**src/rtl/control_sequencer.sv**
```systemverilog
// Fetch/decode/execute sequencer for the 8-bit DRFA datapath: owns the PC and
// drives every register-bank, immediate and ALU control with registered outputs.
module control_sequencer #(
    parameter int                  PC_WIDTH = 8,
    parameter logic [PC_WIDTH-1:0] RESET_PC = {PC_WIDTH{1'b0}}
) (
    input  logic                clk,
    input  logic                rst_n,
    input  logic                in_run,
    input  logic [15:0]         in_instruction,
    input  logic                in_zero_flag,
    output logic [PC_WIDTH-1:0] out_pc,
    output logic                out_mem_read_en,
    output logic                out_read_en,
    output logic                out_write_en,
    output logic [2:0]          out_rx_selector,
    output logic [2:0]          out_ry_selector,
    output logic                out_indirect_mode_en,
    output logic                out_alu_en,
    output logic                out_alu_op,
    output logic                out_imm_en,
    output logic [7:0]          out_imm_data,
    output logic                out_halted,
    output logic                out_illegal
);

    typedef enum logic [2:0] {
        ST_FETCH   = 3'd0,
        ST_WAIT    = 3'd1,
        ST_DECODE  = 3'd2,
        ST_EXECUTE = 3'd3,
        ST_HALT    = 3'd4
    } state_t;

    localparam logic [4:0] OP_NOP   = 5'b00000;
    localparam logic [4:0] OP_MOV   = 5'b00001;
    localparam logic [4:0] OP_LDI   = 5'b00010;
    localparam logic [4:0] OP_LDIND = 5'b00011;
    localparam logic [4:0] OP_ADD   = 5'b00100;
    localparam logic [4:0] OP_SUB   = 5'b00101;
    localparam logic [4:0] OP_JMP   = 5'b00110;
    localparam logic [4:0] OP_JZ    = 5'b00111;
    localparam logic [4:0] OP_HALT  = 5'b11111;

    state_t                state_q, state_d;
    logic [PC_WIDTH-1:0]   pc_q, pc_d;
    logic [15:0]           ir_q, ir_d;
    logic                  mem_rd_q, mem_rd_d;
    logic                  rd_en_q, rd_en_d;
    logic                  wr_en_q, wr_en_d;
    logic                  ind_en_q, ind_en_d;
    logic                  alu_en_q, alu_en_d;
    logic                  alu_op_q, alu_op_d;
    logic                  imm_en_q, imm_en_d;
    logic                  illegal_q, illegal_d;
    logic                  halted_q, halted_d;

    logic [4:0]            opcode_s;
    logic [PC_WIDTH-1:0]   jump_target_s;
    logic [PC_WIDTH-1:0]   pc_inc_s;

    assign opcode_s      = ir_q[15:11];
    assign jump_target_s = PC_WIDTH'(ir_q[7:0]);
    assign pc_inc_s      = pc_q + PC_WIDTH'(1'b1);

    // Next-state and next-output logic; every output is the registered value of its _d.
    always_comb begin
        state_d   = state_q;
        pc_d      = pc_q;
        ir_d      = ir_q;
        mem_rd_d  = 1'b0;
        rd_en_d   = 1'b0;
        wr_en_d   = 1'b0;
        ind_en_d  = 1'b0;
        alu_en_d  = 1'b0;
        alu_op_d  = 1'b0;
        imm_en_d  = 1'b0;
        illegal_d = 1'b0;
        halted_d  = 1'b0;
        case (state_q)
            ST_FETCH: begin
                // The read strobe is already on the bus this cycle; data follows next cycle.
                if (mem_rd_q) begin
                    state_d = ST_WAIT;
                end else begin
                    mem_rd_d = in_run;
                end
            end
            ST_WAIT: begin
                ir_d    = in_instruction;
                state_d = ST_DECODE;
            end
            ST_DECODE: begin
                state_d = ST_EXECUTE;
                // Enables are prepared here so they are registered for the EXECUTE cycle.
                case (opcode_s)
                    OP_MOV: begin
                        rd_en_d = 1'b1;
                        wr_en_d = 1'b1;
                    end
                    OP_LDI: begin
                        imm_en_d = 1'b1;
                        wr_en_d  = 1'b1;
                    end
                    OP_LDIND: begin
                        rd_en_d  = 1'b1;
                        ind_en_d = 1'b1;
                        wr_en_d  = 1'b1;
                    end
                    OP_ADD: begin
                        alu_en_d = 1'b1;
                        wr_en_d  = 1'b1;
                    end
                    OP_SUB: begin
                        alu_en_d = 1'b1;
                        alu_op_d = 1'b1;
                        wr_en_d  = 1'b1;
                    end
                    OP_NOP, OP_JMP, OP_JZ, OP_HALT: begin
                        wr_en_d = 1'b0;
                    end
                    default: begin
                        illegal_d = 1'b1;
                    end
                endcase
            end
            ST_EXECUTE: begin
                if ((opcode_s == OP_JMP) || ((opcode_s == OP_JZ) && in_zero_flag)) begin
                    pc_d = jump_target_s;
                end else begin
                    pc_d = pc_inc_s;
                end
                if (opcode_s == OP_HALT) begin
                    state_d  = ST_HALT;
                    halted_d = 1'b1;
                end else begin
                    state_d  = ST_FETCH;
                    mem_rd_d = in_run;
                end
            end
            ST_HALT: begin
                halted_d = 1'b1;
            end
            default: begin
                state_d = ST_FETCH;
            end
        endcase
    end

    // State, PC, instruction register and all output registers.
    always_ff @(posedge clk or negedge rst_n) begin
        if (!rst_n) begin
            state_q   <= ST_FETCH;
            pc_q      <= RESET_PC;
            ir_q      <= 16'h0000;
            mem_rd_q  <= 1'b0;
            rd_en_q   <= 1'b0;
            wr_en_q   <= 1'b0;
            ind_en_q  <= 1'b0;
            alu_en_q  <= 1'b0;
            alu_op_q  <= 1'b0;
            imm_en_q  <= 1'b0;
            illegal_q <= 1'b0;
            halted_q  <= 1'b0;
        end else begin
            state_q   <= state_d;
            pc_q      <= pc_d;
            ir_q      <= ir_d;
            mem_rd_q  <= mem_rd_d;
            rd_en_q   <= rd_en_d;
            wr_en_q   <= wr_en_d;
            ind_en_q  <= ind_en_d;
            alu_en_q  <= alu_en_d;
            alu_op_q  <= alu_op_d;
            imm_en_q  <= imm_en_d;
            illegal_q <= illegal_d;
            halted_q  <= halted_d;
        end
    end

    assign out_pc               = pc_q;
    assign out_mem_read_en      = mem_rd_q;
    assign out_read_en          = rd_en_q;
    assign out_write_en         = wr_en_q;
    assign out_rx_selector      = ir_q[10:8];
    assign out_ry_selector      = ir_q[7:5];
    assign out_indirect_mode_en = ind_en_q;
    assign out_alu_en           = alu_en_q;
    assign out_alu_op           = alu_op_q;
    assign out_imm_en           = imm_en_q;
    assign out_imm_data         = ir_q[7:0];
    assign out_halted           = halted_q;
    assign out_illegal          = illegal_q;

endmodule

```
**config.mk**
```make
export PLATFORM = sky130hd
export DESIGN_NAME = control_sequencer
export DESIGN_NICKNAME = d
export VERILOG_FILES = /design/src/rtl/control_sequencer.sv
export SDC_FILE = /design/constraint.sdc
export NUM_CORES = 1
export LEC_CHECK = 0
export ABC_CLOCK_PERIOD_IN_PS = 1900
export CORE_MARGIN = 2
export CORE_UTILIZATION = 44
export CTS_CLUSTER_SIZE = 30
export DETAILED_ROUTE_END_ITERATION = 8
export PLACE_DENSITY_LB_ADDON = 0.15
export SLEW_MARGIN = 0
export SYNTH_ARGS = -nofsm -noshare
export SYNTH_HDL_FRONTEND = slang
export SYNTH_SLANG_ARGS = --single-unit
```
**constraint.sdc**
```tcl
create_clock -name clk -period 1.9 [get_ports clk]
set_input_delay 0.19 -clock clk [delete_from_list [all_inputs] [get_ports clk]]
set_output_delay 0.19 -clock clk [all_outputs]
set_load 0.05 [all_outputs]
```
# After elaboration in Yosys (flattened, before gate mapping)
# Index checks and enable logic that the tools add are counted.
# op_classes
n_eq_ne	13
n_lt_le_gt_ge	0
muxes	23
n_mul	0
n_bitwise	1
div_mod_pow	0
reduce_logical	9
addsub	1
n_shift	0
# ops
op	count
5-bit by 3-bit == test with 1-bit output, second input constant	4
1-bit two-way mux	17
3-bit one-hot mux with 5 select lines	1
5-bit by 2-bit == test with 1-bit output, second input constant	2
9-bit OR reduction	1
8-bit by 1-bit adder with 8-bit output, second input constant	1
8-bit two-way mux	1
3-bit by 2-bit == test with 1-bit output, second input constant	2
3-bit two-way mux	2
5-bit by 1-bit == test with 1-bit output, second input constant	1
5-bit == test, second input constant	1
5-bit logical NOT	1
5-bit OR reduction	1
1-bit one-hot mux with 2 select lines	2
2-bit OR reduction	2
3-bit by 1-bit == test with 1-bit output, second input constant	1
3-bit == test, second input constant	1
3-bit logical NOT	1
2-bit inequality test, second input constant	1
2-bit AND reduction	1
1-bit logical AND	1
1-bit logical OR	1
1-bit inverter	1
# word_totals
out_inout_bits	31
memories	0
latch_bits	0
elab_cells	59
mem_bits_ro	0
ram_bits	0
register_bits	36

# Depth between registers and ports, before layout
# Gate-level depths: netlist of run 1.
# logic_depth
ltp_word	4
depth_mapped	6

# Worst setup path before layout of run 1
# Ideal clock, no wire load.
# synth_path
path_kind	flip-flop to flip-flop
from	register pc_q[0], in the netlist out_pc[0]
to	register pc_q[6], in the netlist out_pc[6]
path_buffers	0
t_arrival_ns	1.521
slack_ns	0.300
synth_period_minus_slack_ns	1.600
path_stages_with_launch	6
setup_ns	0.080
cell_sequence	dfrtp_1 -> ha_1 -> and3_1 -> nand3_1 -> a21oi_1 -> a2bb2oi_1
# synth_via
elab_chain_len	2
# synth_lines
item	line	source
start, declared	46	logic [PC_WIDTH-1:0] pc_q, pc_d;
start signal, assigned	167	pc_q <= pc_d;
8-bit by 1-bit adder with 8-bit output	64	assign pc_inc_s = pc_q + PC_WIDTH'(1'b1);
8-bit two-way mux	128	if ((opcode_s == OP_JMP) || ((opcode_s == OP_JZ) && in_zero_flag)) begin
# Every way passes these cells.
# A chain may end at the register's enable or synchronous reset.

# Final worst setup path of run 1
# layout_path
from	register pc_q[4], in the netlist out_pc[4]
to	output out_pc[4]
# layout_lines
item	line	source
end, declared	12	output logic [PC_WIDTH-1:0] out_pc,
# No word-level cell between the ends.

==> results of run 1 <==
## final timing paths
| check | start | end | slack, ps | depth (start not counted) |
|---|---|---|---|---|
| setup / recovery | out_pc[4] | out_pc[4] | 140 | 1 |
| hold / removal | rst_n | out_mem_read_en | 320 | 2 |
| setup reg to reg | state_q[1] | out_alu_op | 190 | 4 |
| hold reg to reg | ir_q[11] | out_imm_en | 490 | 1 |
| max in group asynchronous | rst_n | ir_q[7] | 1270 | 2 |
| min in group clk | in_run | out_mem_read_en | 470 | 2 |
## cell type report
class / count / area [um^2]
Tap cell: 48 / 60.1
Clock buffer: 8 / 90.1
Multi-Input combinational cell: 89 / 643
Fill cell: 310 / 1450
Sequential cell: 36 / 901
Inverter: 3 / 11.3
Timing Repair Buffer: 54 / 531
## through the flow
stage / worst slack, ps / power (uW)
floorplan: 300 / 3310
global placement: 282 / 3790
detailed placement: 228 / 3860
CTS: 124 / 4430
global route: 81.9 / 4650
finish: 137 / 4370
## sequential cells by signal, summed over array words and instances (netlist names)
register              count
out_indirect_mode_en      1
out_illegal               1
out_mem_read_en           1
out_read_en               1
out_alu_en                1
ir_q                     16
out_alu_op                1
out_halted                1
out_write_en              1
state_q                   3
out_imm_en                1
out_pc                    8
## cells in the final DEF, fill, tap and decap left out, drive strengths merged, types with 2 or more instances in the layout
cell type      count
nor3               4
a21oi              6
dfrtp             36
nor2               9
nand2b             2
nor3b              3
buf                4
mux2              14
nand2             12
o21ai              5
nand3              6
and3               3
clkbuf             8
clkdlybuf4s50     50
a2bb2oi            5
inv                3
mux2i              7
## power by group
group / internal [uW] / switching [uW] / total (uW)
Sequential: 1080 / 326 / 1410
Clock: 295 / 251 / 546
Combinational: 936 / 1490 / 2420
## logic make-up after synthesis
| family | synth area share |
|---|---|
| xor gates and xnor gates | 0.00515 |
| AOI/OAI and AO/OA | 0.0846 |
| buffers and inverters | 0.0956 |
| adders and majority gates | 0.00735 |
| DFF | 0.529 |
| muxes | 0.134 |
| and+or+nand+nor | 0.144 |
## metal layers
metal  vias up  track usage  wire length [um]  part of all wire
met1       583        0.213              1420              0.40
li1        586            -                 -                 -
met3         6       0.0596               216             0.061
met5         -            0                 0                 0
met4         0       0.0689                59             0.017
met2        36        0.314              1830              0.52
==> flow_summary.json, run 1 <==
{
  "status": "finished, final reports clean",
  "rsz0062_at_grt": "false",
  "path_clk_slew_ps": 70,
  "worst_slew_margin_rel": 0.654,
  "first_iter_violations": 77,
  "worstPathMaxFanout": 7,
  "grt_pass1_wl_um": 5910,
  "layout_worst_path_cycle_share": 0.928,
  "cts_hold_buf": 0,
  "postSynthNetCount": 171,
  "worst-setup-path-type": "register to output port",
  "fin_worst_hold_slack_ps": 319,
  "syn2layout_area_growth_pct": 31.4,
  "summed_area_of_non_filler_cells_in_the_final_layout_um2": 2240,
  "crit_path_start_kind": "register",
  "largest_net_degree_at_the_start_of_global_routing": 37,
  "dr_total_vias": 1211,
  "port-buffer-count": 50,
  "num-nets-final": 210,
  "synth-async-reset-ratio": 1.00,
  "critPathTopFamily": "buffers and inverters",
  "congestion_overflow_gr": 0,
  "core_area_um2": 3690,
  "wl_per_cell_um": 14.8,
  "crit_required_ps": 1710,
  "cts-resized-gates": 0,
  "diodes": 0,
  "number_of_endpoints_with_negative_hold_slack_in_the_final_report": 0,
  "arrival_ps": 1570,
  "final_max_slew_viol_count": 0,
  "post_cts_repair_setup_buffers": 0,
  "pwr_density_cell_nw_per_um2": 1960,
  "cts_inserted_buffers": 5,
  "yosys.cell_types.count": 33,
  "timing_worst_slew_pin_value_ps": 517,
  "drtAntennaViolNets": 0,
  "core.rowCount": 22,
  "stdcell_count": 238,
  "root_cell_of_the_clock_tree": "clkbuf_8",
  "wirelength_um": 3520,
  "final_util": 0.606,
  "max-vdd-ir-drop_uv": 1110,
  "placed_area_um2": 2150,
  "die_width_um": 66.2,
  "setup_total_negative_slack_ps": 0,
  "synth.cells.most_frequent": "36 x dfrtp_1, 15 x buf_4, 14 x mux2_2",
  "yosys.cell_count.top_type": "dfrtp_1",
  "critPathSlowestCell": "clkdlybuf4s50_1",
  "via_count_of_the_first_global_routing_pass": 1265,
  "ys_dominant_reg_cell": "dfrtp_1",
  "fp.dieArea_um2": 4380,
  "yosysTopAreaCellShare": 0.529,
  "numPlacedInstances": 230,
  "die_h_um": 66.2,
  "timing.hold.worst.class": "input pin to asynchronous set/reset pin",
  "first_pass_drt_iterations": 4,
  "final_setup_violation_count": 0,
  "power.leakage_uw": 0.000957,
  "worstPathCellList": "clkdlybuf4s50_1",
  "max_clock_freq_ghz": 0.567,
  "synth.cell_area_um2": 1700,
  "cpPeakStageDelay_ps": 850,
  "via_per_inst": 5.09,
  "timing.clock.skew_ps": 3.49,
  "syn_inst": 150,
  "synthesized_flop_and_latch_total": 36,
  "cts.sink_count": 36,
  "clock_latency_reported_for_the_late_side_of_the_worst_skew_pair_ps": 280,
  "synth.largest_area_cell": "dfrtp_1",
  "gp_routability_congestion": 0.756,
  "grt_antenna_before_repair": 0,
  "dp_hpwl_um": 2550,
  "timing.critical_path.to_type": "output port",
  "final_layout_size_suffix_gt1_frac": 0.168,
  "ioPinCount": 51,
  "maxCapViolations": 0,
  "synth.top_cells.by_area": "dfrtp_1 53%, mux2_2 9.3%, buf_4 6.6%, mux2i_1 4.1%, nand2_1 2.6%",
  "ys.warnings.count": 0,
  "worstPathBufferInverterCount": 1,
  "remaining_drc_errors": 0,
  "groute.usage.overall": 0.184,
  "ctsHtreeMaxLevel": 2,
  "tritoncts": "built",
  "minimum_clock_period_ps": 1760,
  "synth_sequential_area_ratio": 0.529,
  "cts_buffer_depth": 2,
  "synth_area_per_cell_um2": 11.3,
  "floorplan.initialDensity": 0.461,
  "number_of_enable_flip_flop_cells_after_synthesis": 0
}
Power figures use the tool's default switching activity.
==> inputs of run 2 (changes only) <==
--- a/config.mk
+++ b/config.mk
@@ -5,7 +5,9 @@
 export SDC_FILE = /design/constraint.sdc
 export NUM_CORES = 1
 export LEC_CHECK = 0
+export ABC_AREA = 1
 export ABC_CLOCK_PERIOD_IN_PS = 1900
+export CAP_MARGIN = 20
 export CORE_MARGIN = 2
 export CORE_UTILIZATION = 44
 export CTS_CLUSTER_SIZE = 30
==> run 2 against run 1 <==
Compared with the run above:
- the run now ends with negative hold slack left
- largest power group unchanged
- first-iteration DRC count shrank 39%
- via count is 16% higher
- hold slack got worse by 340 ps
- cell count is 24% higher
- setup slack worse by 1.3 ps
- critical path depth unchanged
- synthesized area increased by 7.1%
==> flow_summary.json, run 2 <==
{
  "number_of_enable_flip_flop_cells_after_synthesis": 0,
  "timing_worst_slew_pin_value_ps": 793,
  "worstPathCellList": "clkdlybuf4s50_1",
  "yosys.cell_count.top_type": "nand2_1",
  "critPathTopFamily": "buffers and inverters",
  "diodes": 0,
  "first_pass_drt_iterations": 4,
  "clock_latency_reported_for_the_late_side_of_the_worst_skew_pair_ps": 290,
  "synth.top_cells.by_area": "dfrtp_1 49%, nand2_1 9.5%, buf_4 5.8%, mux2_4 5.8%, nor2_1 5.6%",
  "cpPeakStageDelay_ps": 840,
  "largest_register": "ir_q",
  "synth-async-reset-ratio": 1.00,
  "gp_routability_congestion": 0.823,
  "via_count_of_the_first_global_routing_pass": 1263,
  "grt_antenna_before_repair": 0,
  "max-vdd-ir-drop_uv": 1170,
  "timing.rr.start": "state_q[2]",
  "groute.usage.overall": 0.172,
  "worstSetupPathDepth": 1,
  "worst_slew_margin_rel": 0.471,
  "syn_inst": 204,
  "cts_inserted_buffers": 5,
  "via_per_inst": 4.79,
  "pwr-share-comb": 0.544,
  "critical_path.endpoint": "out_pc[4]",
  "yosysTopAreaCellShare": 0.495,
  "fp.dieArea_um2": 4670,
  "drtAntennaViolNets": 0,
  "dp_worst_setup_slack_ps": 397,
  "grt_pass1_wl_um": 5740,
  "arrival_ps": 1570,
  "layout_worst_path_cycle_share": 0.928,
  "core_area_um2": 4000,
  "final_max_slew_viol_count": 0,
  "worstPathBufferInverterCount": 1,
  "port-buffer-count": 50,
  "postSynthNetCount": 225,
  "dp_hpwl_um": 2420,
  "cts.sink_count": 36,
  "minimum_clock_period_ps": 1760,
  "ioPinCount": 51,
  "number_of_endpoints_with_negative_hold_slack_in_the_final_report": 36,
  "synth.cells.most_frequent": "46 x nand2_1, 36 x dfrtp_1, 27 x nor2_1",
  "ctsHtreeMaxLevel": 2,
  "rsz0062_at_grt": "false",
  "setup_total_negative_slack_ps": 0,
  "congestion_overflow_gr": 0,
  "synth.largest_area_cell": "dfrtp_1",
  "worstSetupStartpoint": "out_pc[4]",
  "final_layout_size_suffix_gt1_frac": 0.111,
  "path_clk_slew_ps": 70,
  "max_clock_freq_ghz": 0.567,
  "max_ffs_per_register": 16,
  "clock_power_share": 0.148,
  "fin_worst_hold_slack_ps": -23.6,
  "r2r-end": "ir_q[5]",
  "intPower_uw": 2360,
  "wl_per_cell_um": 11.7,
  "tritoncts": "built",
  "worstPathMaxFanout": 6,
  "post_cts_repair_setup_buffers": 0,
  "largest_net_degree_at_the_start_of_global_routing": 37,
  "status": "complete, but fails checks",
  "timing.critical_path.to_type": "output port",
  "critPathSlowestCell": "clkdlybuf4s50_1",
  "syn2layout_area_growth_pct": 28.8,
  "cts_hold_buf": 0,
  "sequentialPowerShare": 0.307,
  "cts-resized-gates": 0,
  "synth.cell_area_um2": 1820,
  "final_critical_path_setup_slack_ps": 136,
  "totalPowerFinal_uw": 4560,
  "most_common_cell_after_layout_fill_and_taps_aside": "clkdlybuf4s50_1",
  "synth_area_per_cell_um2": 8.93,
  "die_h_um": 68.3,
  "synth_sequential_area_ratio": 0.495,
  "crit_required_ps": 1710,
  "remaining_drc_errors": 0,
  "final_setup_violation_count": 0,
  "power.switching_fraction": 0.482,
  "crit_path_start_kind": "register",
  "ys_dominant_reg_cell": "dfrtp_1",
  "maxCapViolations": 0,
  "worst-r2r-setup-slack_ps": 470,
  "yosys.cell_types.count": 24,
  "core.rowCount": 23,
  "failed_checks": "negative hold slack",
  "timing.clock.skew_ps": 6.09,
  "worst-setup-path-type": "register to output port",
  "floorplan.initialDensity": 0.455,
  "wirelength_um": 3450,
  "power.net_switching_uw": 2200,
  "num-nets-final": 264,
  "first_iter_violations": 47,
  "ff2ff_path_depth": 3,
  "ys.warnings.count": 0,
  "pwr_density_cell_nw_per_um2": 1940,
  "dr_total_vias": 1407,
  "cts_buffer_depth": 2,
  "root_cell_of_the_clock_tree": "clkbuf_8",
  "power.leakage_uw": 0.00114,
  "die_width_um": 68.3,
  "final_cell_mix": "49 x clkdlybuf4s50_1, 46 x nand2_1, 36 x dfrtp_1",
  "synthesized_flop_and_latch_total": 36,
  "timing.hold.worst.class": "input pin to asynchronous set/reset pin"
}
==> run 2: changes by cell type after synthesis, sizes merged, moves of 2 or more <==
cell,previous run,this run
nor2,9,28
mux2,14,10
nand2,12,46
nand4,0,5
inv,3,22
buf,21,18
and3,3,0
nand3,6,16
o21ai,5,8
nand2b,2,0
a2bb2oi,5,0
nor3b,3,0
mux2i,7,0
==> run 2: worst min path at each step <==
stage,start,endpoint,slack (ps),cells after the start
6_report,rst_n,state_q[0],-20,1
5_1_grt,rst_n,ir_q[15],50,1
4_1_cts,rst_n,out_alu_op,8,1
3_5_place_dp,rst_n,out_mem_read_en,330,1
3_3_place_gp,rst_n,state_q[0],320,1
2_1_floorplan,rst_n,ir_q[0],-110,0
==> run 2: cell type report <==
cell class              instances  area, um^2
clock buffers                   5        68.8
fillers                       373        1650
inverters                      22        82.6
repair buffers                 50         495
well taps                      50        62.6
clock inverters                 3        42.5
flip-flops and latches         36         901
multi-input cells             128         694
==> run 2: stage by stage <==
stage | hold slack, ps | cells | utilization | instance area [um^2]
global route | 45.4 | 294 | 0.587 | 2350
CTS | 7.64 | 294 | 0.587 | 2350
finish | -23.6 | 294 | 0.587 | 2350
global placement | 316 | 286 | 0.559 | 2240
floorplan | -106 | 204 | - | 1820
detailed placement | 330 | 286 | 0.559 | 2240
==> run 2: kinds of logic after synthesis <==
| kind of cell | Yosys count | synth area share |
|---|---|---|
| multiplexers | 10 | 0.0762 |
| buffers and inverters | 40 | 0.124 |
| AND/OR/NAND/NOR | 101 | 0.251 |
| AO/OA/AOI/OAI | 16 | 0.0474 |
| adder cells (fa/ha/maj) | 1 | 0.00687 |
| flip-flops | 36 | 0.495 |
==> run 2: routing by layer <==
| layer | track usage | share of wire |
|---|---|---|
| met5 | 0 | 0 |
| met1 | 0.215 | 0.46 |
| met3 | 0.0493 | 0.044 |
| met4 | 0.0900 | 0.016 |
| met2 | 0.269 | 0.48 |
==> run 2: power groups by stage <==
stage | combinational [uW] | clock, uW | sequential (uW)
after CTS | 2500 | 691 | 1400
after detailed placement | 2500 | 0 | 1410
final | 2480 | 676 | 1400
after global placement | 2470 | 0 | 1410
after floorplan | 1720 | 0 | 1700
after global routing | 2680 | 717 | 1450
